$ cat config.mk
export PLATFORM = sky130hd
export DESIGN_NAME = idu_stage
export DESIGN_NICKNAME = d
export VERILOG_FILES = /design/src/rtl/idu_pkg.sv /design/src/rtl/idu_imm_gen.sv /design/src/rtl/idu_stage.sv
export SDC_FILE = /design/constraint.sdc
export NUM_CORES = 2
export LEC_CHECK = 0
export BUFFER_PORTS_ARGS = -buffer_cell sky130_fd_sc_hd__buf_2
export CAP_MARGIN = 20
export CELL_PAD_IN_SITES_DETAIL_PLACEMENT = 0
export CELL_PAD_IN_SITES_GLOBAL_PLACEMENT = 1
export CORE_ASPECT_RATIO = 1.25
export CORE_MARGIN = 8
export CORE_UTILIZATION = 52
export DETAILED_ROUTE_END_ITERATION = 7
export PLACE_DENSITY = 0.82
export SKIP_CTS_REPAIR_TIMING = 1
export SLEW_MARGIN = 20
export SYNTH_ARGS = -nofsm -noshare
export SYNTH_HDL_FRONTEND = slang
export SYNTH_SLANG_ARGS = --single-unit
$ cat constraint.sdc
create_clock -name clk -period 5.9 [get_ports clk]
set_input_delay 1.18 -clock clk [delete_from_list [all_inputs] [get_ports clk]]
set_output_delay 1.18 -clock clk [all_outputs]
set_load 0.005 [all_outputs]
$ cat src/rtl/idu_pkg.sv
// rtl/idu_pkg.sv - decode stage control word layout, field constants, halt codes and FSM states
package idu_pkg;

  localparam int CTRL_W         = 20;
  localparam int EXT_OP_LSB     = 0;
  localparam int ALU_BSRC_LSB   = 3;
  localparam int ALU_ASRC_BIT   = 5;
  localparam int ALU_CTR_LSB    = 6;
  localparam int REG_WR_BIT     = 10;
  localparam int BRANCH_LSB     = 11;
  localparam int MEM_OP_LSB     = 14;
  localparam int MEM_TO_REG_BIT = 17;
  localparam int MEM_WR_BIT     = 18;
  localparam int CSR_CTR_BIT    = 19;

  // Packed MSB-first so the bit positions match the offsets above.
  typedef struct packed {
    logic       csr_ctr;
    logic       mem_wr;
    logic       mem_to_reg;
    logic [2:0] mem_op;
    logic [2:0] branch;
    logic       reg_wr;
    logic [3:0] alu_ctr;
    logic       alu_asrc;
    logic [1:0] alu_bsrc;
    logic [2:0] ext_op;
  } ctrl_t;

  localparam logic [2:0] EXT_I = 3'd0;
  localparam logic [2:0] EXT_U = 3'd1;
  localparam logic [2:0] EXT_S = 3'd2;
  localparam logic [2:0] EXT_B = 3'd3;
  localparam logic [2:0] EXT_J = 3'd4;

  localparam logic [1:0] BSRC_RS2  = 2'd0;
  localparam logic [1:0] BSRC_IMM  = 2'd1;
  localparam logic [1:0] BSRC_FOUR = 2'd2;

  localparam logic [3:0] ALU_ADD   = 4'd0;
  localparam logic [3:0] ALU_SLT   = 4'd2;
  localparam logic [3:0] ALU_SLTU  = 4'd3;
  localparam logic [3:0] ALU_SUB   = 4'd8;
  localparam logic [3:0] ALU_SRA   = 4'd13;
  localparam logic [3:0] ALU_COPYB = 4'd15;

  // Unsigned branch variants share BLT/BGE and are told apart by alu_ctr.
  localparam logic [2:0] BR_NONE = 3'd0;
  localparam logic [2:0] BR_JAL  = 3'd1;
  localparam logic [2:0] BR_JALR = 3'd2;
  localparam logic [2:0] BR_BEQ  = 3'd4;
  localparam logic [2:0] BR_BNE  = 3'd5;
  localparam logic [2:0] BR_BLT  = 3'd6;
  localparam logic [2:0] BR_BGE  = 3'd7;

  localparam logic [2:0] MEM_B  = 3'd0;
  localparam logic [2:0] MEM_H  = 3'd1;
  localparam logic [2:0] MEM_W  = 3'd2;
  localparam logic [2:0] MEM_BU = 3'd4;
  localparam logic [2:0] MEM_HU = 3'd5;

  localparam logic [1:0] HALT_NONE    = 2'd0;
  localparam logic [1:0] HALT_ILLEGAL = 2'd1;
  localparam logic [1:0] HALT_EBREAK  = 2'd2;

  localparam logic [6:0] OPC_LOAD   = 7'b0000011;
  localparam logic [6:0] OPC_OPIMM  = 7'b0010011;
  localparam logic [6:0] OPC_AUIPC  = 7'b0010111;
  localparam logic [6:0] OPC_STORE  = 7'b0100011;
  localparam logic [6:0] OPC_OP     = 7'b0110011;
  localparam logic [6:0] OPC_LUI    = 7'b0110111;
  localparam logic [6:0] OPC_BRANCH = 7'b1100011;
  localparam logic [6:0] OPC_JALR   = 7'b1100111;
  localparam logic [6:0] OPC_JAL    = 7'b1101111;
  localparam logic [6:0] OPC_SYSTEM = 7'b1110011;

  localparam logic [31:0] INST_ECALL  = 32'h0000_0073;
  localparam logic [31:0] INST_EBREAK = 32'h0010_0073;

  typedef enum logic {ST_RUN, ST_HALT} state_e;

endpackage

$ cat src/rtl/idu_imm_gen.sv
// rtl/idu_imm_gen.sv - combinational I/U/S/B/J immediate generator, sign-extended to XLEN
module idu_imm_gen
  import idu_pkg::*;
#(
  parameter int XLEN = 32
) (
  input  logic [31:0]     inst,
  input  logic [2:0]      ext_op,
  output logic [XLEN-1:0] imm
);

  always_comb begin
    imm = '0;
    case (ext_op)
      EXT_I:   imm = {{(XLEN-12){inst[31]}}, inst[31:20]};
      EXT_U:   imm = {{(XLEN-32){inst[31]}}, inst[31:12], 12'b0};
      EXT_S:   imm = {{(XLEN-12){inst[31]}}, inst[31:25], inst[11:7]};
      EXT_B:   imm = {{(XLEN-13){inst[31]}}, inst[31], inst[7], inst[30:25], inst[11:8], 1'b0};
      EXT_J:   imm = {{(XLEN-21){inst[31]}}, inst[31], inst[19:12], inst[20], inst[30:21], 1'b0};
      default: imm = '0;
    endcase
  end

endmodule

$ cat src/rtl/idu_stage.sv
// rtl/idu_stage.sv - RV32I/E decode stage with GPR file and one output register
// Optional macro IDU_WB_BYPASS_EN forwards a same-cycle write-back into the register reads.
module idu_stage
  import idu_pkg::*;
#(
  parameter int NREG = 32,
  parameter int XLEN = 32
) (
  input  logic              clk,
  input  logic              rst,
  input  logic              in_valid,
  output logic              in_ready,
  input  logic [31:0]       inst,
  input  logic [XLEN-1:0]   pc,
  output logic              out_valid,
  input  logic              out_ready,
  output logic [CTRL_W-1:0] out_ctrl,
  output logic [XLEN-1:0]   out_imm,
  output logic [XLEN-1:0]   out_rs1_data,
  output logic [XLEN-1:0]   out_rs2_data,
  output logic [4:0]        out_rd,
  output logic [XLEN-1:0]   out_pc,
  input  logic              wb_en,
  input  logic [4:0]        wb_addr,
  input  logic [XLEN-1:0]   wb_data,
  output logic              halt,
  output logic [1:0]        halt_code
);

  localparam int         AW     = $clog2(NREG);
  localparam logic [5:0] NREG_L = 6'(NREG);

  state_e          r_state, w_state_nxt;
  logic [XLEN-1:0] r_gpr [NREG];
  logic            r_out_valid;
  ctrl_t           r_out_ctrl;
  logic [XLEN-1:0] r_out_imm, r_out_rs1, r_out_rs2, r_out_pc;
  logic [4:0]      r_out_rd;
  logic [1:0]      r_halt_code;

  ctrl_t           w_ctrl;
  logic [XLEN-1:0] w_imm, w_rs1_data, w_rs2_data;
  logic [6:0]      w_opcode;
  logic [2:0]      w_funct3;
  logic [4:0]      w_rs1, w_rs2, w_rd;
  logic            w_legal, w_ebreak, w_use_rs1, w_use_rs2, w_use_rd;
  logic            w_reg_bad, w_illegal, w_halt_req, w_accept, w_fire, w_wb_ok;

  assign w_opcode = inst[6:0];
  assign w_funct3 = inst[14:12];
  assign w_rs1    = inst[19:15];
  assign w_rs2    = inst[24:20];
  assign w_rd     = inst[11:7];

  always_comb begin
    w_ctrl    = '0;
    w_legal   = 1'b1;
    w_ebreak  = 1'b0;
    w_use_rs1 = 1'b0;
    w_use_rs2 = 1'b0;
    w_use_rd  = 1'b0;
    case (w_opcode)
      OPC_LOAD: begin
        w_use_rs1 = 1'b1; w_use_rd = 1'b1;
        w_ctrl.ext_op = EXT_I; w_ctrl.alu_bsrc = BSRC_IMM; w_ctrl.reg_wr = 1'b1;
        w_ctrl.mem_op = w_funct3; w_ctrl.mem_to_reg = 1'b1;
        w_legal = w_funct3 inside {MEM_B, MEM_H, MEM_W, MEM_BU, MEM_HU};
      end
      OPC_OPIMM: begin
        w_use_rs1 = 1'b1; w_use_rd = 1'b1;
        w_ctrl.ext_op = EXT_I; w_ctrl.alu_bsrc = BSRC_IMM; w_ctrl.reg_wr = 1'b1;
        w_ctrl.alu_ctr = {inst[30] & (w_funct3 == 3'd5), w_funct3};
      end
      OPC_AUIPC: begin
        w_use_rd = 1'b1;
        w_ctrl.ext_op = EXT_U; w_ctrl.alu_asrc = 1'b1; w_ctrl.alu_bsrc = BSRC_IMM;
        w_ctrl.reg_wr = 1'b1;
      end
      OPC_STORE: begin
        w_use_rs1 = 1'b1; w_use_rs2 = 1'b1;
        w_ctrl.ext_op = EXT_S; w_ctrl.alu_bsrc = BSRC_IMM;
        w_ctrl.mem_op = w_funct3; w_ctrl.mem_wr = 1'b1;
        w_legal = (w_funct3 <= MEM_W);
      end
      OPC_OP: begin
        w_use_rs1 = 1'b1; w_use_rs2 = 1'b1; w_use_rd = 1'b1;
        w_ctrl.reg_wr  = 1'b1;
        w_ctrl.alu_ctr = {inst[30] & (w_funct3 == 3'd0 || w_funct3 == 3'd5), w_funct3};
      end
      OPC_LUI: begin
        w_use_rd = 1'b1;
        w_ctrl.ext_op = EXT_U; w_ctrl.alu_bsrc = BSRC_IMM; w_ctrl.alu_ctr = ALU_COPYB;
        w_ctrl.reg_wr = 1'b1;
      end
      OPC_BRANCH: begin
        // funct3 {0,1,4,5,6,7} folds onto BEQ/BNE/BLT/BGE; bit 1 selects unsigned compare
        w_use_rs1 = 1'b1; w_use_rs2 = 1'b1;
        w_ctrl.ext_op  = EXT_B;
        w_ctrl.branch  = {1'b1, w_funct3[2], w_funct3[0]};
        w_ctrl.alu_ctr = w_funct3[2] ? (w_funct3[1] ? ALU_SLTU : ALU_SLT) : ALU_SUB;
        w_legal = (w_funct3 != 3'd2) && (w_funct3 != 3'd3);
      end
      OPC_JAL: begin
        w_use_rd = 1'b1;
        w_ctrl.ext_op = EXT_J; w_ctrl.alu_asrc = 1'b1; w_ctrl.alu_bsrc = BSRC_FOUR;
        w_ctrl.reg_wr = 1'b1; w_ctrl.branch = BR_JAL;
      end
      OPC_JALR: begin
        w_use_rs1 = 1'b1; w_use_rd = 1'b1;
        w_ctrl.ext_op = EXT_I; w_ctrl.alu_asrc = 1'b1; w_ctrl.alu_bsrc = BSRC_FOUR;
        w_ctrl.reg_wr = 1'b1; w_ctrl.branch = BR_JALR;
        w_legal = (w_funct3 == 3'd0);
      end
      OPC_SYSTEM: begin
        if (w_funct3 == 3'd1) begin
          w_use_rs1 = 1'b1; w_use_rd = 1'b1;
          w_ctrl.ext_op = EXT_I; w_ctrl.reg_wr = 1'b1; w_ctrl.csr_ctr = 1'b1;
        end else if (inst == INST_ECALL) begin
          w_ctrl.csr_ctr = 1'b1;
        end else if (inst == INST_EBREAK) begin
          w_ebreak = 1'b1;
        end else begin
          w_legal = 1'b0;
        end
      end
      default: w_legal = 1'b0;
    endcase
  end

  assign w_reg_bad  = (w_use_rs1 && ({1'b0, w_rs1} >= NREG_L)) ||
                      (w_use_rs2 && ({1'b0, w_rs2} >= NREG_L)) ||
                      (w_use_rd  && ({1'b0, w_rd}  >= NREG_L));
  assign w_illegal  = !w_legal || w_reg_bad;
  assign w_halt_req = w_illegal || w_ebreak;
  assign in_ready   = (r_state == ST_RUN) && (!r_out_valid || out_ready);
  assign w_accept   = in_valid && in_ready;
  assign w_fire     = w_accept && !w_halt_req;
  assign w_wb_ok    = wb_en && (wb_addr != 5'd0) && ({1'b0, wb_addr} < NREG_L);

  idu_imm_gen #(.XLEN(XLEN)) u_imm_gen (
    .inst   (inst),
    .ext_op (w_ctrl.ext_op),
    .imm    (w_imm)
  );

  always_comb begin
    w_rs1_data = '0;
    w_rs2_data = '0;
    if (w_rs1 != 5'd0 && {1'b0, w_rs1} < NREG_L) w_rs1_data = r_gpr[w_rs1[AW-1:0]];
    if (w_rs2 != 5'd0 && {1'b0, w_rs2} < NREG_L) w_rs2_data = r_gpr[w_rs2[AW-1:0]];
`ifdef IDU_WB_BYPASS_EN
    if (w_wb_ok && wb_addr == w_rs1) w_rs1_data = wb_data;
    if (w_wb_ok && wb_addr == w_rs2) w_rs2_data = wb_data;
`endif
  end

  always_comb begin
    w_state_nxt = r_state;
    if (r_state == ST_RUN && w_accept && w_halt_req) w_state_nxt = ST_HALT;
  end

  always_ff @(posedge clk) begin
    if (rst) r_state <= ST_RUN;
    else     r_state <= w_state_nxt;
  end

  always_ff @(posedge clk) begin
    if (rst) begin
      r_out_valid <= 1'b0;
      r_out_ctrl  <= '0;
      r_out_imm   <= '0;
      r_out_rs1   <= '0;
      r_out_rs2   <= '0;
      r_out_rd    <= '0;
      r_out_pc    <= '0;
      r_halt_code <= HALT_NONE;
      for (int i = 0; i < NREG; i++) r_gpr[i] <= '0;
    end else begin
      if (w_fire) begin
        r_out_ctrl <= w_ctrl;
        r_out_imm  <= w_imm;
        r_out_rs1  <= w_rs1_data;
        r_out_rs2  <= w_rs2_data;
        r_out_rd   <= w_use_rd ? w_rd : 5'd0;
        r_out_pc   <= pc;
      end
      if (w_fire)         r_out_valid <= 1'b1;
      else if (out_ready) r_out_valid <= 1'b0;
      // Accept is only possible in RUN, so this captures the first cause only.
      if (w_accept && w_halt_req) r_halt_code <= w_illegal ? HALT_ILLEGAL : HALT_EBREAK;
      if (w_wb_ok) r_gpr[wb_addr[AW-1:0]] <= wb_data;
    end
  end

  assign out_valid    = r_out_valid;
  assign out_ctrl     = r_out_ctrl;
  assign out_imm      = r_out_imm;
  assign out_rs1_data = r_out_rs1;
  assign out_rs2_data = r_out_rs2;
  assign out_rd       = r_out_rd;
  assign out_pc       = r_out_pc;
  assign halt         = (r_state == ST_HALT);
  assign halt_code    = r_halt_code;

endmodule

==> impl_results.md <==
* Status: finished clean
* Clock power frac at 40.4%
* Placement Setup Slack at 1.415 ns
* CTS tree: done
* CP startpoint: inst[19]
* Worst path max stage delay at 0.85 ns
* VDD IR max at 0.0002978 V
* Critical Path RT at 6.50 ns
* Cell Chain, Critical Path: buf_4, buf_4, nor2_1, nand2_2, buf_4, o221ai_1, a21o_1, a21oi_1, o41ai_1
* WP depth at 9
* Psw at 4.896 mW
* Fmax at 257.8 MHz
* Synthesis warning total at 0
* CORE AREA at 0.1150 mm2
* Netlist Area Pre-Place at 0.06031 mm2
* Pleak at 24.51 nW
* Final-report hold violation count at 0
* Cell taking the most area after synthesis: edfxtp_1
* RSZ-0062 raised after global routing: no
* Power per cell area at 291.7 mW/mm2
* Cell mode on critical path: buf_4
* I/O pin total at 264
* Internal power at 14.99 mW
* Yosys reg bits at 1181
* FF-to-FF End: out_rs2_data[18]
* Drt first pass iters at 8
* Slowest CP cell: nand2_2
* # setup viols final at 0
* Worst Max-Slew Pin Slew at 1.247 ns
* Top-count cell post-synth: edfxtp_1
* Area taken by flip-flops and latches at 0.03389 mm2
* Post-layout min period at 3.878 ns
* Routed Antenna Nets at 0
* H-tree depth at 3
* DP HPWL at 135000 um
* Num CTS Buffers at 119
* DIE AREA at 0.1272 mm2
* Worst-Skew Late Latency at 0.75 ns
* EDFF count, synth at 1024
* Initial Util at 52.46%
* FILL cells at 8994
* Seq pwr share at 48.8%
* Crit end category: flip-flop
* Top post-synthesis cells by count: edfxtp_1, and2_1, clkbuf_1, mux4_2, mux2i_1
* Die Ht at 396.8 um
* Row count at 139
* Critical-path maximum fanout at 22
* Final setup margin at 2.022 ns
* WL per Instance at 33.70 um
* Vias in the first global route at 41380
* R2R Setup Slk at 3.47 ns
* Clock skew at 0.03492 ns
* RePlAce Congestion at 0.9361
* Critical Path AT at 4.48 ns
* GRT Total Usage at 32.46%
* Crit path max-delay family: compound AO/OA/AOI/OAI gates
* Multi-input logic area at 0.02515 mm2
* R2R depth at 5
* Area grow syn2layout at 13.06%
* Total Nets Final at 4708
* Die width at 320.6 um
* Synth top area share at 50.98%
* Switching portion of total power at 24.62%
* Setup crit end: out_rs1_data[22]
* Hold slack at 0.4469 ns
* Clock root cell: clkbuf_16
* Seq/Total Area, Yosys at 56.19%
* Async set-reset flop share out of synthesis at 0%
* Final Max Slew Viols at 0
* Syn Area/Cell at 13.40 um2
* Slew HR at 16.65%
* Routed WL at 211200 um
* Crit path kind: in -> reg
* Library cells used by synthesis at 64
* RR Startpoint: r_gpr[7][18]
* Share of cells above drive strength 1 at 24.25%
* Via Count at 41610
* Worst min path class: reg -> reg
* First-pass GRT wire length at 297800 um
* Remaining global-route overflow at 0
* Clock sinks at 1181
* TNS Setup at 0 ns
* Maximum clock insertion buffer count at 3
* Largest net degree at the start of global routing at 142
* CP Launch Type: primary input
* Clock transition at the registers of the reported paths at 0.07 ns
* Residual DRC at 0
* Iter 0 DRT Violations at 5615
* Cells after Synth at 4500
* Via density at 6.639
* Fin crit share at 65.74%
* Main flop type after synthesis: edfxtp_1
* Initial antenna violation count at 18
* Port Buf Inserts at 263
* Combinational group share of total power at 10.8%
* Worst path bufs/invs at 3
* Ranking of synthesized cells by area: edfxtp_1, mux4_2, and2_1, mux2i_1, dfxtp_1
* Max cap viols at 0
-- stage by stage --
stage / power, mW / std cells / instance area, um2 / util (%)
floorplan: 11.08 / 4531 / 60430 / -
global placement: 11.92 / 6024 / 63830 / 55.52
detailed placement: 11.96 / 6028 / 63940 / 55.62
CTS: 19.87 / 6252 / 68060 / 59.21
global route: 20.32 / 6258 / 68170 / 59.30
finish: 19.89 / 6267 / 68190 / 59.32
-- power groups by stage --
stage | clock (mW) | sequential, mW | combinational [mW]
after floorplan | 0 | 9.80 | 1.27
after global placement | 0 | 9.84 | 2.08
after detailed placement | 0 | 9.87 | 2.10
after CTS | 8.07 | 9.69 | 2.10
after global routing | 8.38 | 9.74 | 2.20
final | 8.04 | 9.71 | 2.14
-- worst min path at each step --
stage | depth (start not counted) | from | end | slack (ns)
3_5_place_dp | 2 | out_imm[6] | out_imm[6] | 0.44
6_report | 2 | out_imm[10] | out_imm[10] | 0.45
3_3_place_gp | 2 | out_imm[6] | out_imm[6] | 0.43
4_1_cts | 2 | out_imm[8] | out_imm[8] | 0.45
5_1_grt | 2 | out_pc[26] | out_pc[26] | 0.47
2_1_floorplan | 2 | out_ctrl[11] | out_ctrl[11] | 0.45
-- state kept, by name, summed over array words and instances (netlist names) --
register,flops
halt_code,2
r_gpr,1024
out_valid,1
out_rd,5
out_pc,32
out_imm,32
out_rs2_data,32
out_rs1_data,32
halt,1
out_ctrl,20
-- worst register-to-register path, stage by stage (launching register included) --
cell and delay [ns]:
edfxtp_1 0.40, mux4_2 0.51, a22oi_1 0.15, o211ai_1 0.11
a31oi_1 0.86, a311oi_2 0.22
-- layer usage --
layer / vias to the layer above / track usage [%] / routed length [um]
met5: - / 0 / 54
met3: 629 / 7.225 / 22950
li1: 17190 / - / -
met2: 2902 / 51.42 / 97660
met4: 8 / 23.08 / 17460
met1: 20880 / 39.31 / 73080
-- kinds of logic (layout without fill, tap and decap cells) --
logic type / after synthesis / count (layout) / share of synthesized area (%)
buffers and inverters: 485 / 659 / 3.276
AOI/OAI and AO/OA: 634 / 634 / 7.504
DFF: 1181 / 1181 / 56.19
other: 1 / 43 / 0.006218
and+or+nand+nor: 1460 / 1460 / 13.75
muxes: 739 / 739 / 19.27
-- placed cells by master, fill, tap and decap left out, types with 19 or more instances in the layout --
master,synthesis,routed
buf_4,9,123
clkbuf_16,0,123
a211oi_1,26,26
a311oi_2,24,24
dfxtp_1,157,157
clkbuf_1,333,26
mux2_2,96,96
a22oi_1,81,81
mux2i_1,315,315
o211ai_1,22,22
conb_1,1,32
nand2_1,180,179
edfxtp_1,1024,1024
a31oi_1,39,39
o22ai_1,34,34
a211o_1,27,27
nand3_1,71,71
a221oi_1,39,39
a21o_1,23,23
nor3_1,38,37
buf_12,0,25
o41ai_1,28,28
and2_1,994,994
mux4_2,328,328
a21oi_1,144,144
nor2_1,124,88
nor2_4,0,19
o21ai_0,79,48
clkinv_2,0,19
o221ai_1,36,36
o21ai_4,0,31
buf_2,73,254
-- layout make-up --
cell class	count	share of cell area (%)
Antenna cell	11	0.04037
Clock buffer	158	4.839
Clock inverter	66	1.206
Inverter	19	0.1083
Multi-Input combinational cell	2865	36.88
Sequential cell	1181	49.70
Tap cell	1551	2.846
Timing Repair Buffer	416	4.373
No activity file was read; power rests on OpenSTA's default activity.
